`src/rtl/fetch_controller_pkg.sv`:
```
// Shared definitions for the fetch controller: FSM state encoding and fixed
// address constants used by the controller and its target-alignment helper.
package fetch_controller_pkg;

    localparam int unsigned XLEN = 32;

    // Redirect destination used when a misaligned branch target is trapped.
    localparam logic [XLEN-1:0] TRAP_VECTOR  = 32'h0000_0010;
    // Sequential fetch stride.
    localparam logic [XLEN-1:0] PC_INCREMENT = 32'd4;

    typedef enum logic [1:0] {
        ST_BOOT = 2'd0,
        ST_RUN  = 2'd1,
        ST_PEND = 2'd2
    } fetch_state_t;

endpackage : fetch_controller_pkg

```
`src/rtl/fetch_controller_target_align.sv`:
```
// target_align: combinational resolution of a branch redirect address.
// Build option FETCH_ALIGN_CHECK_EN:
//   defined   - a target with bits[1:0] != 0 resolves to TRAP_VECTOR and
//               raises misaligned_o.
//   undefined - bits[1:0] of the target are cleared; misaligned_o is 0.
// Ports:
//   target_i     raw redirect address from execute
//   resolved_o   address actually used for the redirect
//   misaligned_o target was not word aligned (only with the check enabled)
module target_align
    import fetch_controller_pkg::*;
(
    input  logic [XLEN-1:0] target_i,
    output logic [XLEN-1:0] resolved_o,
    output logic            misaligned_o
);

`ifdef FETCH_ALIGN_CHECK_EN
    always_comb begin
        misaligned_o = (target_i[1:0] != 2'b00);
        resolved_o   = misaligned_o ? TRAP_VECTOR : target_i;
    end
`else
    // Masking keeps every target bit in the expression while forcing word alignment.
    always_comb begin
        misaligned_o = 1'b0;
        resolved_o   = target_i & ~XLEN'(32'h3);
    end
`endif

endmodule : target_align

```
`src/rtl/fetch_controller.sv`:
```
// fetch_controller: decides each cycle whether and where the program counter
// advances, handling boot, sequential fetch, branch redirects and redirects
// that arrive while fetch is stalled (held in a pending register).
// Build option FETCH_ALIGN_CHECK_EN selects trap-on-misaligned-target
// behaviour in target_align (see that file).
// Ports:
//   CLK, RST          clock, synchronous active-high reset
//   Stall, Mem_Ready  hazard freeze request / memory accepts an address
//   Branch_Taken,
//   Branch_Target     single-cycle redirect request and its address
//   PC_Current        current program counter value
//   PC_En, PC_Next    program counter write enable and next value
//   Flush             kill IF/ID contents this cycle
//   Fetch_Valid       instruction at PC_Current is valid for decode
//   Misaligned_Fault  pulse on a trapped misaligned redirect
module fetch_controller
    import fetch_controller_pkg::*;
#(
    parameter logic [XLEN-1:0] RESET_VECTOR = 32'h0000_0000
)
(
    input  logic            CLK,
    input  logic            RST,
    input  logic            Stall,
    input  logic            Mem_Ready,
    input  logic            Branch_Taken,
    input  logic [XLEN-1:0] Branch_Target,
    input  logic [XLEN-1:0] PC_Current,
    output logic            PC_En,
    output logic [XLEN-1:0] PC_Next,
    output logic            Flush,
    output logic            Fetch_Valid,
    output logic            Misaligned_Fault
);

    fetch_state_t    state_q, state_d;
    logic [XLEN-1:0] pend_q, pend_d;
    logic            adv_c;
    logic [XLEN-1:0] resolved_c;
    logic            misaligned_c;

    assign adv_c = !Stall && Mem_Ready;

    target_align u_target_align (
        .target_i     (Branch_Target),
        .resolved_o   (resolved_c),
        .misaligned_o (misaligned_c)
    );

    // State and pending-target registers.
    always_ff @(posedge CLK) begin
        if (RST) begin
            state_q <= ST_BOOT;
            pend_q  <= '0;
        end else begin
            state_q <= state_d;
            pend_q  <= pend_d;
        end
    end

    // Next-state and output decode.
    always_comb begin
        state_d          = state_q;
        pend_d           = pend_q;
        PC_En            = 1'b0;
        PC_Next          = PC_Current + PC_INCREMENT;
        Flush            = 1'b0;
        Fetch_Valid      = 1'b0;
        Misaligned_Fault = 1'b0;

        case (state_q)
            ST_BOOT: begin
                // Redirects are ignored until the reset vector has been issued.
                PC_En   = 1'b1;
                PC_Next = RESET_VECTOR;
                state_d = ST_RUN;
            end
            ST_RUN, ST_PEND: begin
                if (Branch_Taken) begin
                    // Newest redirect always wins, even over an older pending one.
                    Flush            = 1'b1;
                    Misaligned_Fault = misaligned_c;
                    if (adv_c) begin
                        PC_En   = 1'b1;
                        PC_Next = resolved_c;
                        state_d = ST_RUN;
                    end else begin
                        pend_d  = resolved_c;
                        state_d = ST_PEND;
                    end
                end else if (state_q == ST_PEND) begin
                    if (adv_c) begin
                        PC_En   = 1'b1;
                        PC_Next = pend_q;
                        state_d = ST_RUN;
                    end
                end else if (adv_c) begin
                    PC_En = 1'b1;
                end
                Fetch_Valid = (state_q == ST_RUN) && Mem_Ready && !Flush;
            end
            default: begin
                state_d = ST_BOOT;
            end
        endcase

        // Reset dominates every output and the next state.
        if (RST) begin
            state_d          = ST_BOOT;
            pend_d           = '0;
            PC_En            = 1'b0;
            PC_Next          = RESET_VECTOR;
            Flush            = 1'b0;
            Fetch_Valid      = 1'b0;
            Misaligned_Fault = 1'b0;
        end
    end

endmodule : fetch_controller

```
`config.mk`:
```
export PLATFORM = sky130hd
export DESIGN_NAME = fetch_controller
export DESIGN_NICKNAME = d
export VERILOG_FILES = /design/src/rtl/fetch_controller_pkg.sv /design/src/rtl/fetch_controller_target_align.sv /design/src/rtl/fetch_controller.sv
export SDC_FILE = /design/constraint.sdc
export NUM_CORES = 1
export LEC_CHECK = 0
export ABC_AREA = 1
export BUFFER_PORTS_ARGS = -buffer_cell sky130_fd_sc_hd__clkbuf_2
export CAP_MARGIN = 30
export CORE_ASPECT_RATIO = 1.25
export CORE_MARGIN = 2
export CORE_UTILIZATION = 50
export CTS_CLUSTER_DIAMETER = 40
export DETAILED_ROUTE_END_ITERATION = 8
export PLACE_DENSITY = 0.78
export SLEW_MARGIN = 10
export SYNTH_ARGS = -nofsm -noshare
export SYNTH_HDL_FRONTEND = slang
export SYNTH_HIERARCHICAL = 1
export SYNTH_SLANG_ARGS = --single-unit
```
`constraint.sdc`:
```
create_clock -name CLK -period 1.9 [get_ports CLK]
set_input_delay 0.19 -clock CLK [delete_from_list [all_inputs] [get_ports CLK]]
set_output_delay 0.19 -clock CLK [all_outputs]
set_load 0.01 [all_outputs]
```
==> Word-level counts from Yosys, hierarchy flattened <==
Index checks and enable logic that the tools add are counted.
{ "op_classes": {"addsub": 1, "n_eq_ne": 4, "n_mux": 20, "bitwise": 1, "reduce_logical": 9} }
{ "op_table": {"columns": ["op", "n"], "rows": [
  ["$mux W32", 5],
  ["$pmux W32 S2", 1],
  ["$add A32 B3 Y32 const B", 1],
  ["$mux W1", 8],
  ["$mux W2", 4],
  ["$ne A3 B3 Y1 const B", 2],
  ["$pmux W2 S2", 1],
  ["$logic_and A1 B1 Y1", 3],
  ["$reduce_and A3 Y1", 1],
  ["$eq A2 B1 Y1 const B", 1],
  ["$eq A2 B2 Y1 const B", 1],
  ["$logic_not A1 Y1", 2],
  ["$logic_not A2 Y1", 1],
  ["$pmux W1 S2", 1],
  ["$reduce_and A2 Y1", 1],
  ["$reduce_or A2 Y1", 1],
  ["$not A1 Y1", 1]
]} }
{ "word_totals": {"reg_bits": 32} }

==> Longest topological paths before layout <==
Gate-level depths: netlist of run 1.
{ "depth": {"ltp_word": 7, "ltp_mapped": 11, "ltp_nobuf": 11} }

==> Modules after synthesis <==
The synthesis of run 1 kept the hierarchy.
{ "modules_own_cells": {"columns": ["module", "instances", "cells_per_inst", "area_each_um2", "seq_area_each_um2"], "rows": [
  ["fetch_controller", 1, 562, 3148.0, 680.7],
  ["target_align", 1, 34, 251.5, 0.0]
]} }

==> Worst setup path before layout of run 1 <==
No wires, ideal clock.
{ "synth_timing": {"path_kind": "flip-flop to output port", "start": "register state_q[0]", "end": "output port PC_Next[6]", "t_arrival_ns": 1.533, "setup_slack_ns": 0.177, "path_stages_with_launch": 7, "cell_sequence": "dfxtp_1 inv_1 ha_1 buf_1 o21ai_0 o21a_1 a211oi_1"} }
{ "synth_between": {"elab_chain_cells": 5} }
{ "synth_lines": {"columns": ["item", "line", "rtl"], "rows": [
  ["start: declaration", "fetch_controller.sv:36", "fetch_state_t state_q, state_d;"],
  ["start signal: assignment", "fetch_controller.sv:56", "state_q <= state_d;"],
  ["$eq A2 B2 Y1", "fetch_controller.sv:71, fetch_controller.sv:91", null],
  ["$mux W32", "fetch_controller.sv:91", "end else if (state_q == ST_PEND) begin"],
  ["$mux W32", "fetch_controller.sv:79", "if (Branch_Taken) begin"],
  ["$pmux W32 S2 *", "fetch_controller.sv:71", "case (state_q)"],
  ["$mux W32 *", "fetch_controller.sv:108", "if (RST) begin"],
  ["end: declaration", "fetch_controller.sv:30", "output logic [XLEN-1:0] PC_Next,"]
]} }
Every way passes the cells marked *; elsewhere a longest branch is shown, timed or not.

==> Worst setup path after layout of run 1 <==
{ "layout_timing": {"start": "register state_q[0]", "end": "output port PC_Next[10]"} }
Same word-level chain as after synthesis.

==> results of run 1 <==
## stage by stage
| stage | utilization, % | hold WS [ns] | setup WS, ns | cell area (sq um) | cells |
|---|---|---|---|---|---|
| 2_1_floorplan | - | 0.4140 | 0.1767 | 3407 | 598 |
| 6_report | 65.73 | 0.1371 | -0.1785 | 4315 | 768 |
| 4_1_cts | 62.74 | 0.1408 | -0.1179 | 4119 | 766 |
| 3_5_place_dp | 58.11 | 0.4370 | -0.002235 | 3815 | 745 |
| 3_3_place_gp | 58.11 | 0.4294 | 0.03640 | 3815 | 745 |
| 5_1_grt | 65.73 | 0.1479 | -0.2558 | 4315 | 768 |
## where the power goes
| group | switching, mW | internal [mW] |
|---|---|---|
| sequential | 0.0676 | 0.822 |
| clock | 0.256 | 0.292 |
| combinational | 0.911 | 0.606 |
## critical path, delay by kind of cell (launching register included)
| kind | cells | cell delay (ns) |
|---|---|---|
| flops | 1 | 0.34 |
| compound gates | 1 | 0.05 |
| buf+inv | 4 | 0.46 |
| simple gates | 4 | 0.60 |
| fa+ha+maj | 1 | 0.14 |
## metal layers
metal	up-vias	GRT usage, %	share of wire, %
met3	42	4.128	7.7
li1	2050	-	-
met1	1866	37.21	41
met4	0	12.65	4.0
met2	224	50.93	48
met5	-	0	0
## logic make-up after synthesis
| logic type | count (synthesis) | share of synthesized area [%] |
|---|---|---|
| simple gates | 317 | 39.16 |
| buf+inv | 103 | 15.83 |
| compound gates | 124 | 19.95 |
| other cells | 1 | 0.1103 |
| flops | 34 | 20.02 |
| xor+xnor | 12 | 3.092 |
| fa+ha+maj | 5 | 1.840 |
## cells in the mapped netlist (all sizes together)
cell | number | area [sq um]
ha | 5 | 62.56
conb | 1 | 3.750
a21oi | 40 | 207.7
dfxtp | 34 | 680.7
nand3b | 5 | 37.54
nor3b | 1 | 7.510
xor2 | 7 | 61.31
or2 | 2 | 12.52
o221ai | 7 | 61.31
o21ai | 69 | 345.3
o21a | 2 | 15.01
clkbuf | 16 | 62.56
nand2 | 126 | 480.5
o22ai | 1 | 6.260
o211ai | 1 | 7.510
nor2 | 149 | 616.8
nand3 | 21 | 110.1
nor3 | 12 | 60.06
buf | 48 | 329.1
inv | 38 | 142.6
clkinv | 1 | 3.750
xnor2 | 5 | 43.79
nand4 | 1 | 6.260
a211oi | 4 | 35.03
## registers in the layout, indices dropped and copies added (netlist names)
| name | cells |
|---|---|
| state_q | 2 |
| pend_q | 32 |
## cell type report
class	instances	area, sq um	area share, %
Inverter	39	163.9	3.798
Clock inverter	1	5.005	0.1160
Tap cell	87	108.9	2.522
Sequential cell	34	685.7	15.89
Multi-Input combinational cell	461	2425	56.19
Timing Repair Buffer	139	840.8	19.48
Clock buffer	7	86.33	2.001
## timing repair
| action | in CTS | in global routing |
|---|---|---|
| resized for setup | 49 | 71 |
| endpoints found under the setup margin | 37 | 52 |
| cloned | 1 | 1 |
| pin swaps | 19 | 24 |
| setup buffers | 12 | 1 |
## worst max-delay path by stage
stage | end | cells past startpoint
after global placement | PC_Next[13] | 9
after CTS | PC_Next[10] | 11
final | PC_Next[10] | 10
after global routing | PC_Next[13] | 10
after detailed placement | pend_q[27]$_SDFFE_PP0P_ | 8
after floorplan | PC_Next[6] | 6
==> metrics, run 1 <==
failing checks=setup timing; Final Hold Fails=0; CP max stage cell=dfxtp_2; Post-route DRC=0; #FFs+latches synth=34; Power Density=684.8 nW/um^2; n_diodes=0; worst vdd ir=0.6434 mV; CP Data Required Time=1.71 ns; pin count of the biggest net entering global routing=58; Die Y=96.19 microns; standard-cell rows=33; Crit Path Category=reg -> out; critical path fanouts, max=5; Hold Crit Class=in -> reg; Final min period=2.078 ns; Power, Total=2.955 mW; DRT iter0 DRCs=273; CTS tree=built; TritonCTS buffer count=5; Hold Path Sink=pend_q[16]$_SDFFE_PP0P_; status=finished, violations left; YS warnings=6; Buffers on Ports=101; worst r2r src=state_q[1]$_SDFFE_PP0P_; Die Wd=77.75 microns; synthesized cell area=3400 sq um; Critical path origin=state_q[0]$_SDFFE_PP0P_; WHS Path Cells=3; Gate Count Post-Synth=596; worst skew pair latency=0.29 ns; core area=6565 sq um; most common cell after layout, fill and taps aside=nor2_1; Setup crit end kind=output port; Arr. time, crit path=1.89 ns; Final WS setup=-0.1785 ns; wire per inst=15.18 microns; Max Cap Viol=0; clock skew=0.008867 ns; clock root buffer=clkbuf_8; routability cong.=0.9625; share of layout cells above drive strength 1=32.60%; total global routing overflow=0; Startpoint Class=flip-flop; vias in the first global route=3724; clock tree sinks=34; first-pass GRT wire length=17610 microns; Worst-path clk slew=0.07 ns; r2r setup slk=0.03 ns; commonest cells after routing, fill and taps aside=nor2_1, nand2_1, clkbuf_2, o21ai_0, dfxtp_1; Reg2Reg Depth=8; Avg Vias per Cell=5.445; synth-to-layout area growth=26.94%; fmax=0.4811 GHz; Worst path most repeated cell=nor2_4; Distinct cells, synth=36; # fillers=569; H-tree depth=2; Setup TNS Final=-3.560 ns; post-synthesis sequential area ratio=20.02%; Slew Limit Fails=0; Final ANT Viol Nets=0; Pleak=2.097 nW; # setup viols final=34; initial antenna violation count=0; nets=754; Initial Utilization=51.78%; CTS Hold Bufs=0; die area=7479 sq um; RSZ-0062 raised after global routing=true; I/O Pins=105; reg2reg end=pend_q[18]$_SDFFE_PP0P_; DRT Pass-1 Iters=5; slowest stage delay, CP=0.34 ns; clock tree buffer depth=2; final period utilization=109.4%; dpl hpwl=8129 microns; vias after detailed routing=4182; gr usage total=29.67%; synthesized area per cell=5.704 sq um; Routed Wire Length=11660 microns; hold_sp=Branch_Target[16]; crit-path cells=inv_4 -> ha_4 -> inv_2 -> nor2_4 -> nor2_4 -> nor2_4 -> buf_4 -> a21oi_1 -> nor2_1 -> clkbuf_2
(Power assumes the default switching activity.)
==> run 2: changes to the inputs <==
--- a/config.mk
+++ b/config.mk
@@ -5,11 +5,9 @@
 export SDC_FILE = /design/constraint.sdc
 export NUM_CORES = 1
 export LEC_CHECK = 0
-export ABC_AREA = 1
 export BUFFER_PORTS_ARGS = -buffer_cell sky130_fd_sc_hd__clkbuf_2
 export CAP_MARGIN = 30
 export CORE_ASPECT_RATIO = 1.25
-export CORE_MARGIN = 2
 export CORE_UTILIZATION = 50
 export CTS_CLUSTER_DIAMETER = 40
 export DETAILED_ROUTE_END_ITERATION = 8
==> run 2 against run 1 <==
Against the previous run:
- the run still ends with setup timing left
- combinational power is essentially flat
- power shrank 1.8%
- global-route usage shrank 0.95 points
- critical path type unchanged
- critical endpoint is now PC_Next[15]
- largest cell class unchanged
- largest power group unchanged
- highest routed layer unchanged
==> metrics, run 2 <==
H-tree depth=2 (unchanged); RSZ-0062 raised after global routing=true (unchanged); Post-route DRC=0 (unchanged); CP max stage cell=or3_4 (was dfxtp_2); number of flops mapped to enable cells by yosys=0 (unchanged); status=finished, violations left (unchanged); Final Hold Fails=0 (unchanged); fraction of synthesized area in multiplexers=0% (unchanged); Largest register FFs=32 (unchanged); Die Wd=75.25 microns (was 77.75 microns); n_diodes=0 (unchanged); Avg Vias per Cell=5.790 (was 5.445); main combinational cell family by area after synthesis=simple AND/OR/NAND/NOR gates (unchanged); #FFs+latches synth=34 (unchanged); first-pass GRT wire length=15800 microns (was 17610 microns); synth-to-layout area growth=31.04% (was 26.94%); Buffers on Ports=101 (unchanged); pin count of the biggest net entering global routing=46 (was 58); CP Data Required Time=1.71 ns (about the same); fmax=0.4741 GHz (was 0.4811 GHz); Most flops, register=pend_q (unchanged); final period utilization=111.0% (was 109.4%); fin cells=653 (was 768); # setup viols final=35 (was 34); total global routing overflow=0 (unchanged); xor and xnor fraction of the mapped netlist area=5.746% (was 3.092%); most numerous cell in the Yosys netlist=nand2_1 (was nor2_1); core area=6524 sq um (was 6565 sq um); Distinct cells, synth=48 (was 36); Initial Utilization=51.40% (was 51.78%); commonest cells after routing, fill and taps aside=nand2_1, clkbuf_2, a21oi_1, dfxtp_1, buf_4 (was nor2_1, nand2_1, clkbuf_2, o21ai_0, dfxtp_1); vias after detailed routing=3781 (was 4182); Post-Synth Adder-Cell Area=1.866% (was 1.840%); Crit path max-delay family=buffers and inverters (was simple AND/OR/NAND/NOR gates); dpl hpwl=6839 microns (was 8129 microns); clock tree buffer depth=2 (unchanged); top-area cell type share of the netlist area=20.30% (was 20.02%); Setup crit end kind=output port (unchanged); simple-gate portion of the synthesized area=35.63% (was 39.16%); Power Density=660.3 nW/um^2 (was 684.8 nW/um^2); clock skew=0.006840 ns (was 0.008867 ns); Crit Path Category=reg -> out (unchanged); Final WS setup=-0.2091 ns (was -0.1785 ns); wire per inst=16.01 microns (was 15.18 microns); initial antenna violation count=0 (unchanged); worst slack, placed=-0.1134 ns (was -0.002235 ns); worst vdd ir=0.3743 mV (was 0.6434 mV); standard-cell rows=33 (unchanged); worst skew pair latency=0.30 ns (was 0.29 ns); Pleak=1.719 nW (was 2.097 nW); Finished Core Util=67.36% (was 65.73%); Die Y=93.56 microns (was 96.19 microns); Gate Count Post-Synth=479 (was 596); CTS tree=built (unchanged); synthesized cell area=3353 sq um (was 3400 sq um); worst hold slack=0.1217 ns (was 0.1371 ns); placed cells=631 (was 745); Hold Crit Class=in -> reg (unchanged); post-synthesis compound-gate area fraction=22.43% (was 19.95%); share of layout cells above drive strength 1=39.22% (was 32.60%); Max Cap Viol=0 (unchanged); die area=7040 sq um (was 7479 sq um); YS warnings=6 (unchanged); Startpoint Class=flip-flop (unchanged); TritonCTS buffer count=5 (unchanged); Synth top cells by count=nand2_1, a21oi_1, dfxtp_1 (was nor2_1, nand2_1, o21ai_0); Arr. time, crit path=1.92 ns (was 1.89 ns); Top FF cell, synth=dfxtp_1 (unchanged); clock tree sinks=34 (unchanged); nets=639 (was 754); Async SR Flop Fraction=0% (unchanged); clock root buffer=clkbuf_8 (unchanged); Yosys top cell by area=dfxtp_1 (unchanged); post-synthesis sequential area ratio=20.30% (was 20.02%); Final ANT Viol Nets=0 (unchanged); synthesized area per cell=7.000 sq um (was 5.704 sq um); failing checks=setup timing (unchanged); DRT iter0 DRCs=514 (was 273); Worst-path clk slew=0.07 ns (about the same); vias in the first global route=3315 (was 3724); crit-path cells=inv_2 -> ha_4 -> nor2_4 -> or3_4 -> buf_12 -> a311oi_2 -> buf_2 (was inv_4 -> ha_4 -> inv_2 -> nor2_4 -> nor2_4 -> nor2_4 -> buf_4 -> a21oi_1 -> nor2_1 -> clkbuf_2); critical path fanouts, max=7 (was 5); I/O Pins=105 (unchanged); Final min period=2.109 ns (was 2.078 ns); gr usage total=28.72% (was 29.67%); Routed Wire Length=10460 microns (was 11660 microns); Slew Limit Fails=0 (unchanged); top cells by area, synth=dfxtp_1, a21oi_1, nand2_1 (was dfxtp_1, nor2_1, nand2_1); routability cong.=0.8502 (was 0.9625); Setup TNS Final=-5.103 ns (was -3.560 ns); Largest regs=pend_q x32, state_q x2 (unchanged); slowest stage delay, CP=0.39 ns (was 0.34 ns); most common cell after layout, fill and taps aside=nand2_1 (was nor2_1); DRT Pass-1 Iters=6 (was 5); Buf+Inv Stages, Crit Path=3 (was 4)
-- run 2: changes by cell type in the layout (fill, tap and decap cells not counted), moves of 14 or more --
cell     before  now
nor2b_1       0   27
nand3_1      20    6
o21ai_0      47   15
a21oi_1      18   66
nor2_1      133   15
nand2_1     121   76
nor3b_1       1   25
a21oi_2      22    1
inv_1        31    7
-- run 2: final timing paths --
kind,start,to,slack (ns),depth (start not counted)
max,state_q[0]$_SDFFE_PP0P_,PC_Next[15],-0.21,7
min,Branch_Target[24],pend_q[24]$_SDFFE_PP0P_,0.12,3
max reg2reg,state_q[0]$_SDFFE_PP0P_,state_q[0]$_SDFFE_PP0P_,-0.04,8
min reg2reg,pend_q[18]$_SDFFE_PP0P_,pend_q[18]$_SDFFE_PP0P_,0.46,2
-- run 2: stage by stage --
| stage | power [mW] | instance area (sq um) |
|---|---|---|
| final | 2.901 | 4394 |
| after global routing | 3.037 | 4394 |
| after CTS | 2.759 | 4232 |
| after detailed placement | 1.919 | 3846 |
| after global placement | 1.890 | 3846 |
| after floorplan | 1.546 | 3361 |
-- run 2: logic make-up after synthesis --
group	after synthesis
xor+xnor	22
flops	34
buf+inv	82
simple gates	204
other cells	1
fa+ha+maj	5
compound gates	131
-- run 2: per-layer routing --
| metal | vias to the layer above | part of all wire [%] | wire length (microns) | GRT usage [%] |
|---|---|---|---|---|
| met1 | 1734 | 42 | 4404 | 38.85 |
| met5 | - | 0 | 0 | 0 |
| met2 | 202 | 48 | 5014 | 47.15 |
| met4 | 0 | 2.7 | 279 | 8.333 |
| li1 | 1811 | - | - | - |
| met3 | 34 | 7.2 | 757 | 3.556 |
-- run 2: final cells by class --
cell class	count	area [sq um]
clock buffer	7	86.33
inverter	8	30.03
multi-input combinational	365	2432
fill	541	2130
clock inverter	1	5.005
tap	87	108.9
sequential	34	683.2
timing repair buffer	151	1049
-- run 2: power breakdown --
group,internal [mW],switching (mW),leakage [nW]
logic,0.719,0.785,1.39
registers,0.780,0.0414,0.277
clock network,0.293,0.284,0.0482
total,1.79,1.11,1.72
-- run 2: repair_timing --
item / in CTS / in global routing
pin swaps: 13 / 11
cloned: 3 / 3
resized for setup: 49 / 61
endpoints found under the setup margin: 35 / 45
setup buffers: 6 / 2
hold buffers: 0 / 0
-- run 2: worst min-delay path, stage by stage --
cell      delay (ns)
clkbuf_2        0.09
nand2_1         0.05
a21oi_1         0.05
==> run 3: changes to the inputs <==
--- a/config.mk
+++ b/config.mk
@@ -5,6 +5,7 @@
 export SDC_FILE = /design/constraint.sdc
 export NUM_CORES = 1
 export LEC_CHECK = 0
+export ABC_AREA = 1
 export BUFFER_PORTS_ARGS = -buffer_cell sky130_fd_sc_hd__clkbuf_2
 export CAP_MARGIN = 30
 export CORE_ASPECT_RATIO = 1.25
@@ -12,6 +13,7 @@
 export CTS_CLUSTER_DIAMETER = 40
 export DETAILED_ROUTE_END_ITERATION = 8
 export PLACE_DENSITY = 0.78
+export SKIP_LAST_GASP = 1
 export SLEW_MARGIN = 10
 export SYNTH_ARGS = -nofsm -noshare
 export SYNTH_HDL_FRONTEND = slang
==> run 3 against run 2 <==
Against the previous run:
- the run still ends with setup timing left
- global-route usage is 3.4 points higher
- utilization is 0.21 points lower
- final area is 0.31% higher
- first-iteration DRC count is 49% lower
- highest routed layer unchanged
- power is 3.0% higher
- sequential share of layout area hardly changed
==> metrics, run 3 (same netlist as run 1, synthesis figures left out) <==
Worst path most repeated cell=nor2_4; critical path fanouts, max=6 (was 7); Max Cap Viol=0 (unchanged); DRT Pass-1 Iters=5 (was 6); Largest regs=pend_q x32, state_q x2 (unchanged); clock root buffer=clkbuf_8 (unchanged); H-tree depth=2 (unchanged); pin count of the biggest net entering global routing=58 (was 46); Buffers on Ports=101 (unchanged); Flop pwr share=29.6% (was 28.3%); CP max stage cell=dfxtp_2 (was or3_4); vias in the first global route=3691 (was 3315); n_diodes=0 (unchanged); Avg Vias per Cell=5.449 (was 5.790); I/O Pins=105 (unchanged); status=finished, violations left (unchanged); dpl hpwl=7839 microns (was 6839 microns); CTS tree=built (unchanged); Final min period=2.106 ns (was 2.109 ns); slowest stage delay, CP=0.34 ns (was 0.39 ns); Crit path max-delay family=buffers and inverters (unchanged); first-pass GRT wire length=17340 microns (was 15800 microns); Finished Cell Area=4408 sq um (was 4394 sq um); Initial Utilization=51.78% (was 51.40%); clock tree buffer depth=2 (unchanged); crit-path cells=inv_4 -> ha_4 -> inv_2 -> nor2_4 -> nor2_4 -> nor2_4 -> buf_4 -> buf_6 -> o21ai_2 -> a21oi_2 -> buf_2 (was inv_2 -> ha_4 -> nor2_4 -> or3_4 -> buf_12 -> a311oi_2 -> buf_2); routability cong.=0.8903 (was 0.8502); DP Area=3827 sq um (was 3846 sq um); # fillers=577 (was 541); most common cell after layout, fill and taps aside=nor2_1 (was nand2_1); gr usage total=32.15% (was 28.72%); DRT iter0 DRCs=261 (was 514); Crit Path Category=reg -> out (unchanged); TritonCTS buffer count=5 (unchanged); fin cells=773 (was 653); Sw Share=41.34% (was 38.27%); Power Density=677.7 nW/um^2 (was 660.3 nW/um^2); Arr. time, crit path=1.92 ns (about the same); worst hold slack=0.1423 ns (was 0.1217 ns); synth-to-layout area growth=29.67% (was 31.04%); share of layout cells above drive strength 1=33.53% (was 39.22%); total global routing overflow=0 (unchanged); Hold Crit Class=in -> reg (unchanged); failing checks=setup timing (unchanged); Final ANT Viol Nets=0 (unchanged); fmax=0.4748 GHz (was 0.4741 GHz); initial antenna violation count=0 (unchanged); Slew Limit Fails=0 (unchanged); Pint=1.752 mW (was 1.791 mW); clock skew=0.002066 ns (was 0.006840 ns); RSZ-0062 raised after global routing=true (unchanged); Post-route DRC=0 (unchanged); CP Data Required Time=1.71 ns (about the same); Setup crit end kind=output port (unchanged); nets=759 (was 639); vias after detailed routing=4212 (was 3781); commonest cells after routing, fill and taps aside=nor2_1, nand2_1, clkbuf_2, o21ai_0 (was nand2_1, clkbuf_2, a21oi_1, dfxtp_1, buf_4); # setup viols final=33 (was 35); Most flops, register=pend_q (unchanged); die area=7135 sq um (was 7040 sq um); Net Sw Power=1.235 mW (was 1.110 mW); final period utilization=110.9% (was 111.0%); Buf+Inv Stages, Crit Path=5 (was 3); wire per inst=14.81 microns (was 16.01 microns); Power, Total=2.988 mW (was 2.901 mW); standard-cell rows=33 (unchanged); Pleak=2.140 nW (was 1.719 nW); Die Y=94.19 microns (was 93.56 microns); placed cells=745 (was 631); Final Hold Fails=0 (unchanged); core area=6565 sq um (was 6524 sq um); worst vdd ir=0.7540 mV (was 0.3743 mV); power share of the clock group=18.5% (was 19.9%); Worst-path clk slew=0.07 ns (about the same); Routed Wire Length=11450 microns (was 10460 microns); clock tree sinks=34 (unchanged); Final WS setup=-0.2063 ns (was -0.2091 ns); worst skew pair latency=0.29 ns (was 0.30 ns); Die Wd=75.75 microns (was 75.25 microns); power share of the combinational group=51.9% (was 51.8%); Startpoint Class=flip-flop (unchanged); Largest register FFs=32 (unchanged)
-- run 3: what timing repair did --
| action | in CTS | in global routing |
|---|---|---|
| setup endpoints to repair | 33 | 34 |
| setup buffers | 15 | 6 |
| gates cloned | 1 | 0 |
| hold endpoints to repair | 0 | 0 |
| pin swaps | 13 | 27 |
| hold buffers | 0 | 0 |
| resized for setup | 63 | 60 |
-- run 3: worst register-to-register path, stage by stage (launching register included) --
cell and delay [ns]:
dfxtp_4 0.38, inv_4 0.05, ha_4 0.29, buf_4 0.11
nand2_1 0.12, nor2_1 0.18, buf_4 0.32, nand2_1 0.12
a21oi_1 0.17
-- run 3: path summary, 6_finish.rpt --
| kind | start | end | slack, ns | cells after the start |
|---|---|---|---|---|
| setup / recovery | state_q[0]$_SDFFE_PP0P_ | PC_Next[2] | -0.21 | 11 |
| hold / removal | Branch_Target[25] | pend_q[25]$_SDFFE_PP0P_ | 0.14 | 3 |
| setup reg to reg | state_q[1]$_SDFFE_PP0P_ | state_q[1]$_SDFFE_PP0P_ | 0.07 | 8 |
| hold reg to reg | pend_q[3]$_SDFFE_PP0P_ | pend_q[3]$_SDFFE_PP0P_ | 0.52 | 2 |
-- run 3: area by class of cell --
class	count	area, sq um	area share (%)
Timing Repair Buffer	143	894.6	20.30
Tap cell	87	108.9	2.469
Timing Repair inverter	1	7.507	0.1703
Inverter	39	162.7	3.690
Clock buffer	7	86.33	1.959
Multi-Input combinational cell	461	2457	55.75
Sequential cell	34	685.7	15.55
Clock inverter	1	5.005	0.1135
-- run 3: stage by stage --
step | utilization [%] | TNS [ns] | setup WS [ns]
2_1_floorplan | - | 0 | 0.1767
3_3_place_gp | 58.30 | 0 | 0.01042
3_5_place_dp | 58.30 | -0.1362 | -0.04203
4_1_cts | 64.25 | -3.685 | -0.1890
5_1_grt | 67.14 | -6.794 | -0.2651
6_report | 67.14 | -4.437 | -0.2063
-- run 3: power groups by stage --
stage	registers (mW)	clock network (mW)	logic, mW
after floorplan	0.874	0	0.818
after global placement	0.879	0	1.19
after detailed placement	0.884	0	1.20
after CTS	0.876	0.557	1.39
after global routing	0.891	0.583	1.69
final	0.885	0.553	1.55
-- run 3: metal layers --
layer  track usage (%)  wire [microns]  vias to the layer above
met5                 0               0                        -
met4             18.98             623                        0
met3             5.043             858                       44
met2             50.15            5364                      211
met1             40.76            4599                     1894
li1                  -               -                     2063
